### config.mk
export PLATFORM = sky130hd
export DESIGN_NAME = sram_like_arb_2x1
export DESIGN_NICKNAME = d
export VERILOG_FILES = /design/src/rtl/cpu_bus_pkg.sv /design/src/rtl/arb2_pick.sv /design/src/rtl/sram_like_arb_2x1.sv
export SDC_FILE = /design/constraint.sdc
export NUM_CORES = 1
export LEC_CHECK = 0
export ABC_AREA = 1
export BUFFER_PORTS_ARGS = -buffer_cell sky130_fd_sc_hd__buf_2
export CELL_PAD_IN_SITES_DETAIL_PLACEMENT = 0
export CELL_PAD_IN_SITES_GLOBAL_PLACEMENT = 2
export CORE_MARGIN = 2
export CORE_UTILIZATION = 10
export CTS_CLUSTER_SIZE = 24
export DETAILED_ROUTE_END_ITERATION = 7
export PLACE_DENSITY = 0.84
export SLEW_MARGIN = 15
export SYNTH_ARGS = -nofsm -noshare
export SYNTH_HDL_FRONTEND = slang
export SYNTH_SLANG_ARGS = --single-unit
### constraint.sdc
create_clock -name clk -period 2.5 [get_ports clk]
set_input_delay 0.125 -clock clk [delete_from_list [all_inputs] [get_ports clk]]
set_output_delay 0.125 -clock clk [all_outputs]
set_load 0.1 [all_outputs]
### src/rtl/cpu_bus_pkg.sv
// Shared definitions for the SRAM-like CPU bus arbitration logic.
package cpu_bus_pkg;

  // Arbiter FSM encoding
  typedef enum logic [1:0] {
    IDLE      = 2'd0,
    WAIT_ADDR = 2'd1,
    WAIT_DATA = 2'd2
  } state_t;

  // Requester identifiers
  localparam logic REQ_INST = 1'b0;
  localparam logic REQ_DATA = 1'b1;

  // Transfer size encodings
  localparam logic [1:0] SIZE_BYTE = 2'd0;
  localparam logic [1:0] SIZE_HALF = 2'd1;
  localparam logic [1:0] SIZE_WORD = 2'd2;

endpackage

### src/rtl/arb2_pick.sv
// Two-way requester pick: fixed data-first priority or round-robin.
import cpu_bus_pkg::*;

module arb2_pick #(
  parameter int ARB_MODE = 0
) (
  input  logic inst_req,
  input  logic data_req,
  input  logic rr_last,
  output logic any_req,
  output logic winner
);

  // On a tie, round-robin hands the grant to whoever was not served last
  always_comb begin
    any_req = inst_req | data_req;
    winner  = REQ_INST;
    if (inst_req && data_req)
      winner = (ARB_MODE == 1) ? ~rr_last : REQ_DATA;
    else if (data_req)
      winner = REQ_DATA;
  end

endmodule

### src/rtl/sram_like_arb_2x1.sv
// Arbitrates inst/data SRAM-like streams onto one SRAM-like master port,
// one outstanding transaction at a time.
import cpu_bus_pkg::*;

module sram_like_arb_2x1 #(
  parameter int ARB_MODE = 0,
  parameter int ADDR_W   = 32,
  parameter int DATA_W   = 32
) (
  input  logic              clk,
  input  logic              rst,
  input  logic              inst_req,
  input  logic              inst_wr,
  input  logic [1:0]        inst_size,
  input  logic [ADDR_W-1:0] inst_addr,
  input  logic [DATA_W-1:0] inst_wdata,
  output logic [DATA_W-1:0] inst_rdata,
  output logic              inst_addr_ok,
  output logic              inst_data_ok,
  input  logic              data_req,
  input  logic              data_wr,
  input  logic [1:0]        data_size,
  input  logic [ADDR_W-1:0] data_addr,
  input  logic [DATA_W-1:0] data_wdata,
  output logic [DATA_W-1:0] data_rdata,
  output logic              data_addr_ok,
  output logic              data_data_ok,
  output logic              m_req,
  output logic              m_wr,
  output logic [1:0]        m_size,
  output logic [ADDR_W-1:0] m_addr,
  output logic [DATA_W-1:0] m_wdata,
  input  logic [DATA_W-1:0] m_rdata,
  input  logic              m_addr_ok,
  input  logic              m_data_ok
);

  state_t state;
  logic   owner;
  logic   rr_last;
  logic   any_req;
  logic   winner;
  logic   sel;
  logic   sel_req;

  arb2_pick #(.ARB_MODE(ARB_MODE)) u_pick (
    .inst_req (inst_req),
    .data_req (data_req),
    .rr_last  (rr_last),
    .any_req  (any_req),
    .winner   (winner)
  );

  // Fresh pick while idle; afterwards the owner is locked until the handshake ends
  assign sel     = (state == IDLE) ? winner : owner;
  assign sel_req = (sel == REQ_DATA) ? data_req : inst_req;

  // Request mux toward the master port and response demux back to the owner
  always_comb begin
    m_req        = 1'b0;
    m_wr         = 1'b0;
    m_size       = '0;
    m_addr       = '0;
    m_wdata      = '0;
    inst_addr_ok = 1'b0;
    data_addr_ok = 1'b0;
    inst_data_ok = 1'b0;
    data_data_ok = 1'b0;
    inst_rdata   = '0;
    data_rdata   = '0;
    // Everything stays quiet while reset is held
    if (rst) begin
      if (state != WAIT_DATA && sel_req) begin
        m_req = 1'b1;
        if (sel == REQ_DATA) begin
          m_wr         = data_wr;
          m_size       = data_size;
          m_addr       = data_addr;
          m_wdata      = data_wdata;
          data_addr_ok = m_addr_ok;
        end else begin
          m_wr         = inst_wr;
          m_size       = inst_size;
          m_addr       = inst_addr;
          m_wdata      = inst_wdata;
          inst_addr_ok = m_addr_ok;
        end
      end
      if (state == WAIT_DATA) begin
        inst_rdata = m_rdata;
        data_rdata = m_rdata;
        if (owner == REQ_DATA) data_data_ok = m_data_ok;
        else                   inst_data_ok = m_data_ok;
      end
    end
  end

  // Transaction FSM: grant, address handshake, then wait for the data response
  always_ff @(posedge clk or negedge rst) begin
    if (!rst) begin
      state   <= IDLE;
      owner   <= REQ_DATA;
      rr_last <= REQ_INST;
    end else begin
      case (state)
        IDLE: begin
          if (any_req) begin
            owner <= winner;
            if (m_addr_ok) begin
              rr_last <= winner;
              state   <= WAIT_DATA;
            end else begin
              state   <= WAIT_ADDR;
            end
          end
        end
        WAIT_ADDR: begin
          // Owner withdrawing before acceptance abandons the transaction
          if (!sel_req) begin
            state <= IDLE;
          end else if (m_addr_ok) begin
            rr_last <= owner;
            state   <= WAIT_DATA;
          end
        end
        WAIT_DATA: begin
          if (m_data_ok) state <= IDLE;
        end
        default: state <= IDLE;
      endcase
    end
  end

endmodule

==> results.py, run 1 <==
metrics = {
    "layout": {
        "diodes": 0,
        "nets": 800,
        "layout_commonest_cell": "buf_2",
        "multi_input_area_um2": 1446,
        "drive_above_1_share": 0.6858,
        "syn_to_final_growth_pct": 159.9,
        "register_area_um2": 76.32,
        "fillerInstances": 1997,
        "layout.cells.most_common_list": "237 x buf_2, 140 x nand2_1, 72 x buf_12",
    },
    "worst_setup_path": {
        "startpoint": "rst",
        "end_kind": "output pin",
        "critPathArrivalTime_ps": 1970,
        "ff2ff_path_depth": 7,
        "critical_path_required_ps": 2380,
        "regToRegStartpoint": "state[1]",
        "startpoint_type": "input port",
        "crit_type": "input port to output pin",
        "regToRegEndpoint": "state[0]",
        "r2r_slack_ps": 1290,
        "cp_max_fo": 30,
    },
    "timing": {
        "grt_setup_unrepaired": "false",
        "whs_ps": 84.15,
        "fmax_ghz": 0.4784,
        "slew_headroom": 0.6583,
        "fin_skew_ps": 0.6168,
        "tightest_slew_ps": 512.6,
        "final-setup-viol-count": 0,
        "hold_viol": 0,
        "min_period_ps": 2090,
        "drv_slew": 0,
        "setup_ws_ps": 409.6,
        "fin_crit_sh": 0.8362,
        "finalSetupTns_ps": 0,
    },
    "placement": {
        "place_ws_ps": 634.2,
        "hpwl_mm": 8.606,
        "io_buffers": 307,
        "place.gp.congestion": 0.7372,
    },
    "yosys": {
        "synth_top_area_share": 0.2909,
        "syn-cell-area_um2": 1819,
        "synth_area_leaders": "nand2_1 29%, buf_4 14%, a21oi_1 13%, a21oi_2 9.6%, inv_1 8.3%",
        "synth_area_per_cell_um2": 4.998,
        "synth.distinct_cells": 18,
        "synth.ff_latch_count": 3,
        "synthCells": 364,
        "netlist.top_cell.by_area": "nand2_1",
        "yosys_warnings": 0,
        "synth_nets": 536,
        "yosysSeqAreaShare": 0.04195,
    },
    "floorplan": {
        "dieWidth_um": 138.9,
        "io_pins": 308,
        "dieArea_um2": 19290,
        "rows": 49,
        "core_um2": 17900,
        "start_util": 0.1016,
        "fp.dieH_um": 138.9,
    },
    "grt": {
        "antenna_found_initial": 0,
        "grt_pass1_vias": 3000,
        "gr-total-overflow": 0,
        "grt_max_degree": 39,
        "grtUsageTotal": 0.09730,
        "grt_pass1_wl_mm": 15.53,
    },
    "routing": {
        "totalWireLength_mm": 10.02,
        "ant_nets": 0,
        "num_vias": 3109,
        "wl_per_cell_um": 11.71,
        "vias_per_cell": 3.632,
        "drcViolationCount": 0,
        "initialDrtViolationCount": 97,
        "dr.pass1.iters": 6,
    },
    "clock_network": {
        "insertion_delay_ps": 230,
        "clockRootBuffer": "clkbuf_16",
        "cts_hold_buffers": 1,
        "cts_buffers": 3,
        "clk_path_buf_depth": 2,
        "cts_setup_buffers": 0,
        "cts_max_level": 1,
        "cts_resized": 0,
        "clk_pin_slew_ps": 30,
        "cts_tree": "done",
        "cts.sink_count": 3,
    },
    "job": {
        "maxCapViolCount": 0,
    },
    "worst_hold_path": {
        "hold_path_startpoint": "inst_req",
        "hp-class": "input port to flip-flop",
        "whs_path_depth": 2,
        "hold_end": "owner",
    },
    "power_and_ir_drop": {
        "power_mw": 7.547,
        "irDropWorstVdd_uv": 669.2,
        "p_leak_nw": 2.470,
        "powerDensity_nw_per_um2": 1596,
    },
    "status": {
        "outcome": "finished, final reports clean",
    },
}
==> power by group <==
part / internal [mW] / total [mW] / switching, mW / leakage [nW]
sequential: 0.0761 / 0.0966 / 0.0206 / 0.0361
combinational: 1.95 / 7.19 / 5.24 / 2.40
clock: 0.211 / 0.259 / 0.0483 / 0.0382
==> sequential cells by signal, summed over array words and instances, names as in the netlist <==
| register | count |
|---|---|
| state | 2 |
| owner | 1 |
==> worst max-delay path by stage <==
| stage | end | slack, ps |
|---|---|---|
| floorplan | data_data_ok | -1090 |
| global placement | m_addr[2] | 650 |
| detailed placement | m_addr[2] | 630 |
| CTS | m_wdata[20] | 360 |
| global route | m_addr[2] | 260 |
| finish | m_wdata[20] | 410 |
==> cells in the mapped netlist (all sizes together) <==
| cell | number |
|---|---|
| dfrtp | 2 |
| inv | 44 |
| nand2 | 145 |
| nor2 | 39 |
| nand3 | 5 |
| buf | 53 |
| nand4 | 1 |
| nor4 | 2 |
| a21oi | 67 |
| o21ai | 2 |
| dfstp | 1 |
| clkbuf | 3 |
==> stage by stage <==
stage / instances / util / instance area, um^2
detailed placement: 851 / 0.2592 / 4639
floorplan: 364 / - / 2081
CTS: 856 / 0.2641 / 4728
global route: 856 / 0.2641 / 4728
global placement: 851 / 0.2592 / 4639
finish: 856 / 0.2641 / 4728
==> cells by family after synthesis <==
logic type | count (synthesis) | synth area share
buffers and inverters | 100 | 0.3122
AOI/OAI and AO/OA | 69 | 0.2311
DFF | 3 | 0.04196
and+or+nand+nor | 192 | 0.4147
==> worst max-delay path, cell delays in order <==
cell and delay (ps):
dlygate4sd3_1 530, buf_2 160, inv_1 80, nor2_1 200
nand3_4 120, buf_4 280, a21oi_2 240, buf_12 200
==> layout make-up <==
cell class | instances | area share
flip-flops and latches | 3 | 0.01614
repair buffers | 315 | 0.5658
clock buffers | 4 | 0.01667
multi-input cells | 261 | 0.3059
well taps | 229 | 0.06060
inverters | 44 | 0.03493
==> layer usage <==
metal  up-vias  wire, um  track usage
li1       1602         -            -
met1      1362      3981       0.1142
met2       137      5261       0.1823
met3         8       674      0.01934
met4         0       104      0.02073
met5         -         0            0
No activity file was read; power rests on OpenSTA's default activity.
==> run 2: changes to the inputs <==
ABC_AREA = 0   (was 1)
CORE_UTILIZATION = 11   (was 10)
PLACE_DENSITY = 0.8   (was 0.84)
clock period = 1.85 ns   (was 2.5 ns; I/O delays follow)
==> run 2 against run 1 <==
Effect of this change: the flow now finishes with violations (negative setup slack); synthesized area up 15%; clock skew up 0.78 ps; non-clock buffer count up 43; critical path depth down 1; final area up 56%; combinational power down 4.0%; core utilization up 13 points; routed wire length up 48%.
==> results.py, run 2 <==
metrics = {
    "timing": {
        "drv_slew": 0,
        "fin_crit_sh": 1.070,
        "whs_ps": 46.92,
        "setup_ws_ps": -129.2,
        "finalSetupTns_ps": -7329,
        "hold_viol": 0,
        "tightest_slew_ps": 331.1,
        "final-setup-viol-count": 71,
        "fmax_ghz": 0.5053,
        "fin_skew_ps": 1.397,
        "slew_headroom": 0.7793,
        "grt_setup_unrepaired": "true",
        "min_period_ps": 1979,
    },
    "worst_setup_path": {
        "startpoint_type": "flip-flop",
        "slowest_stage": "dfrtp_2",
        "critPathArrivalTime_ps": 1890,
        "critical_path_required_ps": 1760,
        "crit_chain": "buf_6, a21boi_4, o2111ai_4, buf_8, buf_16, a21oi_4, buf_12",
        "path_delay_family": "buffers and inverters",
        "end_kind": "output pin",
        "critPathMaxStageDelay_ps": 430,
        "cp_max_fo": 9,
        "crit_type": "flip-flop to output pin",
        "cp_num_buf_inv": 4,
        "r2r_slack_ps": 460,
    },
    "routing": {
        "dr.pass1.iters": 4,
        "vias_per_cell": 4.275,
        "ant_nets": 0,
        "num_vias": 3651,
        "drcViolationCount": 0,
        "totalWireLength_mm": 14.84,
        "initialDrtViolationCount": 109,
        "wl_per_cell_um": 17.38,
    },
    "layout": {
        "multi_input_area_um2": 2509,
        "diodes": 0,
        "nets": 793,
        "syn_to_final_growth_pct": 254.1,
        "design_area_um2": 7400,
        "layout_commonest_cell": "buf_2",
        "largest_register": "state",
        "register_area_um2": 78.83,
        "layout.cells.most_common_list": "171 x buf_2, 151 x buf_12, 63 x a21oi_4",
        "largest_register_ff_count": 2,
        "fillerInstances": 1777,
        "drive_above_1_share": 0.8613,
        "reg_top3": "state: 2 flops, owner: 1 flops",
    },
    "yosys": {
        "synth_top_flop_cell": "dfrtp_1",
        "netlist.top_cell.by_area": "o21ai_0",
        "synth_area_per_cell_um2": 6.313,
        "synth_top_area_share": 0.1461,
        "synth.most_common_cell": "o21ai_0",
        "ys_async_sr_fraction": 1.000,
        "synth_edf_count": 0,
        "synthCells": 331,
        "synth.distinct_cells": 30,
        "synth_nets": 503,
        "yosys-top-cells-count": "61 x o21ai_0, 47 x a21oi_1, 47 x nand3_1",
        "yosys_warnings": 0,
        "syn-cell-area_um2": 2090,
        "yosysSeqAreaShare": 0.03653,
        "synth_area_leaders": "o21ai_0 15%, buf_4 13%, a21oi_1 11%, nand3_1 11%, and2_1 9.6%",
        "synth.ff_latch_count": 3,
    },
    "clock_network": {
        "cts_max_level": 1,
        "cts_buffers": 3,
        "clk_pin_slew_ps": 30,
        "clk_path_buf_depth": 2,
        "clockRootBuffer": "clkbuf_16",
        "cts.sink_count": 3,
        "cts_tree": "done",
        "insertion_delay_ps": 220,
    },
    "placement": {
        "place_ws_ps": 28.75,
        "io_buffers": 307,
        "hpwl_mm": 10.51,
        "place.gp.congestion": 0.8010,
        "placed_area_um2": 6590,
    },
    "power_and_ir_drop": {
        "pwr-share-seq": 0.017,
        "p_leak_nw": 2.957,
        "power_frac_comb": 0.937,
        "power_switching_share": 0.6006,
        "power_mw": 7.359,
        "switchingPower_mw": 4.420,
        "irDropWorstVdd_uv": 344.3,
        "clock_power_share": 0.046,
        "p_int_mw": 2.939,
        "powerDensity_nw_per_um2": 994.5,
    },
    "grt": {
        "grt_pass1_wl_mm": 20.42,
        "grt_max_degree": 40,
        "grtUsageTotal": 0.1275,
        "grt_pass1_vias": 3706,
        "antenna_found_initial": 0,
        "gr-total-overflow": 0,
    },
    "floorplan": {
        "io_pins": 308,
        "dieWidth_um": 141.8,
        "start_util": 0.1121,
        "rows": 50,
        "fp.dieH_um": 141.8,
        "core_um2": 18640,
        "dieArea_um2": 20110,
    },
    "status": {
        "violations": "negative setup slack",
        "outcome": "complete, but fails checks",
    },
    "worst_hold_path": {
        "hp-class": "input port to flip-flop",
    },
    "job": {
        "maxCapViolCount": 0,
    },
}
## run 2: power by group through the flow
| stage | logic [mW] | clock network, mW | registers, mW |
|---|---|---|---|
| global route | 7.15 | 0.354 | 0.126 |
| detailed placement | 6.16 | 0 | 0.124 |
| global placement | 6.14 | 0 | 0.122 |
| finish | 6.90 | 0.340 | 0.122 |
| floorplan | 4.13 | 0 | 0.104 |
| CTS | 6.52 | 0.346 | 0.125 |
## run 2: logic make-up (layout without fill, tap and decap cells)
logic type,Yosys count,after routing,synth area share
buf+inv,75,364,0.2269
compound gates,142,142,0.3892
flops,3,3,0.03653
simple gates,111,111,0.3473
## run 2: worst reg2reg max path, cell delays in order, from the launching register on
cell,delay (ps)
dfrtp_2,430
buf_6,130
nor3b_4,270
buf_6,180
buf_6,140
buf_4,110
a21o_1,80
## run 2: through the flow
stage | std cells | utilization
finish | 854 | 0.3969
global route | 854 | 0.3969
CTS | 842 | 0.3758
detailed placement | 822 | 0.3535
global placement | 822 | 0.3535
floorplan | 331 | -
## run 2: worst paths after layout
path / cells after the start / to / from
hold / removal: 2 / state[0] / m_addr_ok
setup reg to reg: 6 / owner / state[0]
min in group asynchronous: 2 / state[0] / rst
hold reg to reg: 1 / state[1] / state[1]
max in group asynchronous: 2 / owner / rst
setup / recovery: 7 / m_wdata[10] / state[0]
## run 2: final cells by class
| class | count | share of cell area |
|---|---|---|
| inverter | 2 | 0.001353 |
| timing repair buffer | 358 | 0.5987 |
| tap | 234 | 0.03957 |
| multi-input combinational | 253 | 0.3390 |
| sequential | 3 | 0.01065 |
| clock buffer | 4 | 0.01065 |
## run 2: repair_timing
item | 4_1_cts | 5_1_grt
hold buffers | 1 | 0
gates resized for setup | 65 | 53
pin swaps | 22 | 38
buffers inserted | 9 | 5
gates cloned | 6 | 9
endpoints found under the hold margin | 3 | 0
endpoints found under the setup margin | 70 | 136
## run 2: layer usage
metal  vias up  track usage  routed length [um]
met5         -            0                   0
met3        22      0.02059                 772
met1      1749       0.1449                5863
met2       149       0.2443                7902
li1       1731            -                   -
met4         0      0.03526                 302
